<file path="src/rtl/mdv_writer.sv">
`timescale 1ns/1ps
// Microdrive write path: paced byte capture, preamble strip, big-endian word packing,
// and a small word FIFO toward the drive RAM image.

// Generic synchronous FIFO with valid/ready on both sides.
// Latency: a pushed entry is visible at the head the cycle after the push.
// Backpressure: in_rdy drops when full unless the head is popped in the same cycle.
module mdv_fifo #(
  parameter int W     = 8,
  parameter int DEPTH = 4
) (
  input  logic         clk,
  input  logic         reset,
  input  logic         in_vld,
  output logic         in_rdy,
  input  logic [W-1:0] in_dat,
  output logic         out_vld,
  input  logic         out_rdy,
  output logic [W-1:0] out_dat
);
  localparam int AW = $clog2(DEPTH);
  localparam logic [AW:0] FULL_CNT = (AW+1)'(DEPTH);

  logic [W-1:0]  mem [DEPTH];
  logic [AW-1:0] rd_ptr;
  logic [AW-1:0] wr_ptr;
  logic [AW:0]   cnt;
  logic          push;
  logic          pop;

  assign out_vld = (cnt != '0);
  assign pop     = out_vld & out_rdy;
  assign in_rdy  = (cnt != FULL_CNT) | pop;
  assign push    = in_vld & in_rdy;
  assign out_dat = mem[rd_ptr];

  always_ff @(posedge clk) begin
    if (push) mem[wr_ptr] <= in_dat;
  end

  always_ff @(posedge clk or posedge reset) begin
    if (reset) begin
      rd_ptr <= '0;
      wr_ptr <= '0;
      cnt    <= '0;
    end else begin
      if (push) wr_ptr <= wr_ptr + 1'b1;
      if (pop)  rd_ptr <= rd_ptr + 1'b1;
      case ({push, pop})
        2'b10:   cnt <= cnt + 1'b1;
        2'b01:   cnt <= cnt - 1'b1;
        default: cnt <= cnt;
      endcase
    end
  end
endmodule

// Microdrive write path top.
// Latency: word pushed on the second byte's tick edge; mem_wr_req rises the cycle after.
// Backpressure: none toward the CPU; a full FIFO drops the word and raises overrun.
module mdv_writer #(
  parameter int          CLK_HZ         = 21000000,
  parameter int          BIT_RATE       = 200000,
  parameter logic [24:0] BASE_ADDR      = 25'h380000,
  parameter int          PREAMBLE_BYTES = 12,
  parameter int          FIFO_DEPTH     = 4
) (
  input  logic        clk,
  input  logic        reset,
  input  logic        sel,
  input  logic        wr_gate,
  input  logic        tx_wr,
  input  logic [7:0]  tx_data,
  output logic        tx_empty,
  output logic        overrun,
  output logic        busy,
  input  logic [24:0] rd_addr,
  input  logic [24:0] img_end,
  output logic        mem_wr_req,
  input  logic        mem_wr_ack,
  output logic [24:0] mem_addr,
  output logic [15:0] mem_dout
);
  localparam int PERIOD = CLK_HZ * 8 / BIT_RATE;
  localparam int TW     = $clog2(PERIOD);
  localparam int PW     = $clog2(PREAMBLE_BYTES + 1);
  localparam logic [TW-1:0] T_LAST = TW'(PERIOD - 1);
  localparam logic [PW-1:0] P_DONE = PW'(PREAMBLE_BYTES);

  typedef struct packed {
    logic [24:0] addr;
    logic [15:0] data;
  } wentry_t;

  logic          gate, gate_q, rise, fall, tick;
  logic [TW-1:0] timer;
  logic [PW-1:0] pcnt;
  logic          pre_done, store;
  logic [7:0]    hold, hi, tick_byte;
  logic          half;
  logic [24:0]   waddr, waddr_next;
  logic          push_vld, push_rdy, head_vld;
  wentry_t       push_dat, head;

  assign gate      = sel & wr_gate;
  assign rise      = gate & ~gate_q;
  assign fall      = ~gate & gate_q;
  assign tick      = gate & ~rise & (timer == T_LAST);
  assign pre_done  = (pcnt == P_DONE);
  assign tick_byte = tx_empty ? 8'h00 : hold;
  assign store     = tick & pre_done;

  // A gate fall flushes a dangling high byte as {hi, 00}.
  assign push_vld      = half & (store | fall);
  assign push_dat.addr = waddr;
  assign push_dat.data = fall ? {hi, 8'h00} : {hi, tick_byte};
  assign waddr_next    = (waddr >= img_end) ? BASE_ADDR : waddr + 25'd1;

  always_ff @(posedge clk or posedge reset) begin
    if (reset) begin
      gate_q   <= 1'b0;
      timer    <= '0;
      pcnt     <= '0;
      hold     <= 8'h00;
      tx_empty <= 1'b1;
      hi       <= 8'h00;
      half     <= 1'b0;
      waddr    <= BASE_ADDR;
      overrun  <= 1'b0;
    end else begin
      gate_q <= gate;

      if (!gate || rise || tick) timer <= '0;
      else                       timer <= timer + 1'b1;

      if (rise)                  pcnt <= '0;
      else if (tick && !pre_done) pcnt <= pcnt + 1'b1;

      // The tick consumes the pre-cycle holding state, so a same-cycle write always lands.
      if (!gate) begin
        tx_empty <= 1'b1;
      end else if (tx_wr && (tx_empty || tick)) begin
        hold     <= tx_data;
        tx_empty <= 1'b0;
      end else if (tick) begin
        tx_empty <= 1'b1;
      end

      if (rise || fall) begin
        half <= 1'b0;
      end else if (store) begin
        if (!half) hi <= tick_byte;
        half <= ~half;
      end

      if (rise)          waddr <= rd_addr;
      else if (push_vld) waddr <= waddr_next;

      if (rise)
        overrun <= 1'b0;
      else if ((gate && tx_wr && !tx_empty && !tick) || (tick && tx_empty) ||
               (push_vld && !push_rdy))
        overrun <= 1'b1;
    end
  end

  mdv_fifo #(
    .W     ($bits(wentry_t)),
    .DEPTH (FIFO_DEPTH)
  ) u_fifo (
    .clk     (clk),
    .reset   (reset),
    .in_vld  (push_vld),
    .in_rdy  (push_rdy),
    .in_dat  (push_dat),
    .out_vld (head_vld),
    .out_rdy (mem_wr_ack),
    .out_dat (head)
  );

  assign mem_wr_req = head_vld;
  assign mem_addr   = head_vld ? head.addr : BASE_ADDR;
  assign mem_dout   = head_vld ? head.data : 16'h0000;
  assign busy       = gate | head_vld;
endmodule

</file>
<file path="config.mk">
export PLATFORM = sky130hd
export DESIGN_NAME = mdv_writer
export DESIGN_NICKNAME = d
export VERILOG_FILES = /design/src/rtl/mdv_writer.sv
export SDC_FILE = /design/constraint.sdc
export NUM_CORES = 1
export LEC_CHECK = 0
export CAP_MARGIN = 20
export CORE_MARGIN = 2
export CORE_UTILIZATION = 32
export DETAILED_ROUTE_END_ITERATION = 12
export PLACE_DENSITY = 0.5
export RECOVER_POWER = 25
export SYNTH_ARGS = -nofsm -noshare
export SYNTH_HDL_FRONTEND = slang
export SYNTH_SLANG_ARGS = --single-unit
</file>
<file path="constraint.sdc">
create_clock -name clk -period 3.1 [get_ports clk]
set_input_delay 0.62 -clock clk [delete_from_list [all_inputs] [get_ports clk]]
set_output_delay 0.62 -clock clk [all_outputs]
set_load 0.1 [all_outputs]
</file>
# Word level (Yosys, flattened, before mapping)

Memory sizes are Yosys's and may differ from the RTL's.
Cells that the tools add are included.

Add/subtract/negate cells: 7
Multiply operators: 0
Divide/modulo/power cells: 0
$lt $le $gt $ge: 1
Equality and inequality tests: 6
Shift-type cells: 0
Muxes and demuxes: 20
Bitwise gates (word level): 17
Reductions and logical operators: 26

Operators by type and width:

| operator                                                        | count |
|---|---|
| 25-bit two-way mux                                              | 4 |
| 25-bit by 1-bit adder with 25-bit output, second input constant | 1 |
| 25-bit >= comparator                                            | 1 |
| 16-bit two-way mux                                              | 1 |
| 8-bit two-way mux                                               | 2 |
| 10-bit by 1-bit adder with 10-bit output, second input constant | 1 |
| 10-bit equality test, second input constant                     | 1 |
| 10-bit two-way mux                                              | 1 |
| 2-bit nonzero test                                              | 5 |
| 1-bit bitwise AND                                               | 9 |
| 1-bit two-way mux                                               | 9 |
| 4-bit two-way mux                                               | 2 |
| 1-bit logical AND                                               | 7 |
| 1-bit logical OR                                                | 6 |
| 3-bit one-hot mux with 2 select lines                           | 1 |
| 1-bit logical NOT                                               | 5 |
| 1-bit NOT                                                       | 5 |
| 2-bit by 1-bit adder with 2-bit output, second input constant   | 2 |
| 4-bit by 1-bit adder with 4-bit output, second input constant   | 1 |
| 4-bit equality test, second input constant                      | 1 |
| 3-bit by 1-bit adder with 3-bit output, second input constant   | 1 |
| 3-bit by 1-bit != test with 1-bit output, second input constant | 1 |
| 3-bit != test, second input constant                            | 1 |
| 1-bit bitwise OR                                                | 3 |
| other kinds (6)                                                 | 6 |

Register bits: 66
Bits in latches: 0
Memory bits (writable): 164
ROM bits: 0
Bits of input ports: 64
Output and inout port bits: 45
Word-level logic and storage cells: 90
Memories kept: 1

Memory list:

| name       | depth | bits a word | read ports | clocked after memory_dff | write ports | line | text |
|---|---|---|---|---|---|---|---|
| u_fifo.mem | 4     | 41          | 1          | 0                        | 1           | 24   | `logic [W-1:0] mem [DEPTH];` |

# Logic depth before layout (Yosys ltp)

Depth after elaboration: 12
Depth in mapped cells: 12
Mapped depth without buffers: 12

# Modules after synthesis

Synthesis repeated with hierarchy kept, for this count alone.

Cells, all modules: 768
Area total of the unflattened synthesis: 10555.1 um^2

Modules (own cells, without submodules):

| module     | times used | cells each | area an instance (um^2) | seq. area each (um^2) |
|---|---|---|---|---|
| mdv_fifo   | 1          | 271        | 6416.2                  | 5099.9 |
| mdv_writer | 1          | 497        | 4139.0                  | 1481.4 |

# Least setup slack after synthesis

OpenSTA, ideal clock, no wires.

Path type: input to register
From: in sel
To: mem u_fifo.mem[2][0] (netlist bit) (enable)
Library setup time: 0.402 ns
Arrival time: 2.872 ns
Data required time: 2.698 ns
Path slack: -0.175 ns
Stages: 8
Path buffers: 0
Path through: nand2_1 -> inv_1 -> ha_1 -> nand4b_1 -> nor4_1 -> o21ai_1 -> nor2_1 -> and2_1

Longest elaborated chain between the ends: 11
Elaborated cells between the ends (all ways): 13
Classes of those cells: mux: 2; bitwise: 11

Ends and longest elaborated chain:

| element                                   | line | text |
|---|---|---|
| start: declaration                        | 70   | `input logic sel,` |
| 1-bit bitwise AND *                       | 105  | `assign gate = sel & wr_gate;` |
| net gate                                  | 95   | `logic gate, gate_q, rise, fall, tick;` |
| 1-bit bitwise AND                         | 106  | `assign rise = gate & ~gate_q;` |
| 1-bit NOT                                 | 108  | `assign tick = gate & ~rise & (timer == T_LAST);` |
| 1-bit bitwise AND (2 in series)           | 108  |  |
| 1-bit bitwise AND                         | 111  | `assign store = tick & pre_done;` |
| 1-bit bitwise OR *                        | 114  | `assign push_vld = half & (store \| fall);` |
| 1-bit bitwise AND *                       | 114  |  |
| 1-bit bitwise AND *                       | 34   | `assign push = in_vld & in_rdy;` |
| 1-bit two-way mux *                       | 38   | `if (push) mem[wr_ptr] <= in_dat;` |
| 1-bit two-way mux (implied by the code) * | 38   |  |
| end: declaration                          | 24   |  |

Mark *: on every way through the listed nets, which the timed path passes. The rest lies on a longest branch.

# Worst setup path in the final report

From: reg u_fifo.rd_ptr[1]
To: out mem_addr[21]

Longest elaborated chain between the ends: 2

Ends and longest elaborated chain:

| element                  | line | text |
|---|---|---|
| start: declaration       | 25   | `logic [AW-1:0] rd_ptr;` |
| start signal: assignment | 48   | `if (pop) rd_ptr <= rd_ptr + 1'b1;` |
| memory 4 x 41 bit        | -    |  |
| 25-bit two-way mux       | 182  | `assign mem_addr = head_vld ? head.addr : BASE_ADDR;` |
| end: declaration         | 81   | `output logic [24:0] mem_addr,` |

No other way between the ends.

==> impl_metrics.yaml <==
pwr:
  peakVddDrop_mv: 0.625
  powerDensity_nw_per_um2: 931
  design_power_total_w: 0.0128
  p_leak_nw: 5.00
global_route:
  largest_net_degree_at_the_start_of_global_routing: 36
  grt_pass1_wl_um: 41200
  grt.total_usage: 0.157
  vias_in_the_first_global_route: 6881
  antenna_found_initial: 0
  global_route.overflow_total: 0
clock_network:
  clk_pin_slew_worst_paths_ps: 60
  worst_skew_pair.late_latency_ps: 520
  numClockSinks: 230
  htree_num_levels: 1
  cts_hold_buf: 0
  ctsRootBufferMaster: "clkbuf_16"
  cts_buffers: 25
  cts_buffer_depth: 3
  cts_tree: "yes"
timing:
  layout_skew_ps: 13.1
  maxSlewHeadroom: 0.378
  worst_pin_slew_ps: 927
  slew_viol_final: 0
  timing.final.hold_violations: 0
  final.setup.worst_slack_ps: 203
  max_clock_freq_ghz: 0.345
  post_route_fraction_of_the_period_consumed_by_the_critical_path: 0.935
  rsz0062_at_grt: "no"
  setup_viol: 0
  post-route-min-period_ps: 2900
  setup_total_negative_slack_ps: 0
synthesis:
  number_of_synthesized_flops_with_an_enable_pin: 164
  synth_seq_cells: 230
  synth.lib_cells_used.distinct: 56
  async_reset_ff_frac: 0.287
  synth.cell_area_um2: 10500
  synthCells: 745
  synth-warning-count: 0
  syn-num-nets: 846
  ys.flop_type: "edfxtp_1"
  sequential_to_total_area_share_from_yosys_stat: 0.628
  synth.avg_cell_area_um2: 14.1
setup_path:
  cp-end-kind: "output port"
  critical_path.most_common_cell: "buf_12"
  timing.critical_path.arrival_ps: 2280
  timing.critical_path.slowest_cell_delay_ps: 670
  top_family_by_delay_on_critical_path: "flip-flops"
  crit_path_top_delay_cell: "dfrtp_2"
  series_of_cell_instances_along_the_critical_path: "buf_12, mux4_2, or2_2, buf_12"
  worstSetupStartpointType: "flip-flop"
  path_class: "reg2out"
  crit_fanout: 18
  critical_path.n_buffers_inverters: 2
  critPathRequiredTime_ps: 2480
cells_and_area:
  drive_gt1_frac: 0.216
  layout.cell_area.non_filler_um2: 13800
  final_non_filler_cells: 1371
  area_growth_pct: 31.7
  final_stage_net_count: 1012
  final.fill_count: 3005
  total_inserted_antenna_cells: 0
drt:
  first_pass_iters: 5
  drtAntennaViolNets: 0
  detail_route.vias_per_cell: 4.80
  detail_route.wl_per_cell_um: 19.2
  drt_iter0_drc: 342
  wl_um: 26300
  route.detailed.drc: 0
  route.vias.total: 6576
flow_run:
  maxCapViolations: 0
die:
  core_area_um2: 32400
  floorplan.initialDensity: 0.324
  design.portCount: 109
  dieWidth_um: 185
  chipHeight_um: 185
  rows: 66
  die-area_um2: 34200
worst_hold_path:
  timing.hold.worst.class: "reg2reg"
status:
  status: "finished clean"
place:
  detailed_place_hpwl_um: 18300
  port_buffers: 108
  gp_congestion: 0.781
  placed_cells_incl_taps: 1323
  placed_area_um2: 13000
  pre_cts_ws_ps: -677
==> cells by family after synthesis <==
| logic type | share of synthesized area |
|---|---|
| muxes | 0.101 |
| DFF | 0.628 |
| and+or+nand+nor | 0.122 |
| xor gates and xnor gates | 0.0142 |
| buffers and inverters | 0.0326 |
| adders and majority gates | 0.0449 |
| AOI/OAI and AO/OA | 0.0575 |
==> what timing repair did <==
| action | CTS | global route |
|---|---|---|
| buffers inserted | 0 | 1 |
| gates resized for setup | 1 | 2 |
| endpoints found under the setup margin | 6 | 26 |
| cloned | 2 | 0 |
| pin swaps | 1 | 0 |
==> flip-flops by register name (all words and copies together) (netlist names) <==
register and flops:
pcnt 4, u_fifo.wr_ptr 2, overrun 1, timer 10, u_fifo.mem 164, half 1
waddr 25, hi 8, u_fifo.rd_ptr 2, u_fifo.cnt 3, tx_empty 1, hold 8
gate_q 1
==> worst reg2reg max path, cell delays in order, from the launching register on <==
cell	delay [ps]
dfrtp_1	490
ha_1	340
a21oi_1	140
o21a_1	150
o221ai_1	250
o21ai_4	480
nand2_2	300
o311ai_0	440
==> worst paths after layout <==
check / cells past startpoint / slack (ps) / start / to
worst max-delay path: 4 / 200 / u_fifo.rd_ptr[1] / mem_addr[21]
worst min-delay path: 1 / 480 / timer[0] / timer[0]
worst max register to register: 7 / 400 / waddr[8] / waddr[18]
worst min register to register: 1 / 480 / timer[0] / timer[0]
max in group asynchronous: 3 / 1630 / reset / waddr[20]
min in group asynchronous: 2 / 700 / reset / timer[2]
==> layout make-up <==
type / instances / area, um2 / area share
Clock buffer: 30 / 664 / 0.0482
Sequential cell: 230 / 6580 / 0.477
Inverter: 60 / 225 / 0.0163
Multi-Input combinational cell: 427 / 3580 / 0.260
Timing Repair Buffer: 167 / 2060 / 0.150
Clock inverter: 15 / 116 / 0.00844
Tap cell: 442 / 553 / 0.0401
==> report_power, final <==
group          switching (W)  leakage, nW  internal [W]
Sequential          0.000219         2.08       0.00351
Combinational        0.00391         2.54       0.00236
Clock                0.00122        0.375       0.00162
Total                0.00535         5.00       0.00749
==> cells in the mapped netlist, drive strengths merged (4+ instances only) <==
cell | number | share of area
a21o | 5 | 0.0036
a21oi | 14 | 0.0067
a22oi | 10 | 0.0072
a31oi | 13 | 0.0078
and2 | 59 | 0.035
and3 | 5 | 0.0030
buf | 5 | 0.0025
clkbuf | 24 | 0.0086
dfrtp | 62 | 0.15
dfstp | 4 | 0.010
edfxtp | 164 | 0.47
ha | 36 | 0.043
inv | 60 | 0.022
mux2 | 9 | 0.0097
mux4 | 41 | 0.088
nand2 | 41 | 0.015
nand3 | 28 | 0.013
nand3b | 8 | 0.0057
nand4 | 16 | 0.0096
nor2 | 32 | 0.011
nor2b | 8 | 0.0048
nor3 | 7 | 0.0044
nor4 | 7 | 0.0042
o211ai | 11 | 0.0079
o21ai | 15 | 0.0072
o221ai | 8 | 0.0067
or2 | 4 | 0.0024
xnor2 | 9 | 0.0075
xor2 | 8 | 0.0067
==> placed cells by master, fill, tap and decap left out, types with 28 or more instances in the layout <==
master	netlist	final
edfxtp_1	164	164
clkdlybuf4s50_1	0	62
inv_1	60	60
dfrtp_1	62	60
and2_1	59	55
buf_12	0	54
mux4_2	41	41
nand2_1	40	40
ha_1	36	36
buf_4	0	36
nor2_1	32	32
nand3_1	28	28
==> per-layer routing <==
layer,GRT usage,up-vias,part of all wire
met4,0.0387,0,0.020
met5,0,-,0
met2,0.258,142,0.47
met3,0.0199,31,0.044
met1,0.222,3288,0.47
li1,-,3115,-
==> through the flow <==
stage,util,hold WS (ps)
floorplan,-,448
global placement,0.402,474
detailed placement,0.402,472
CTS,0.427,428
global route,0.426,507
finish,0.426,476
No activity file was read; power rests on OpenSTA's default activity.
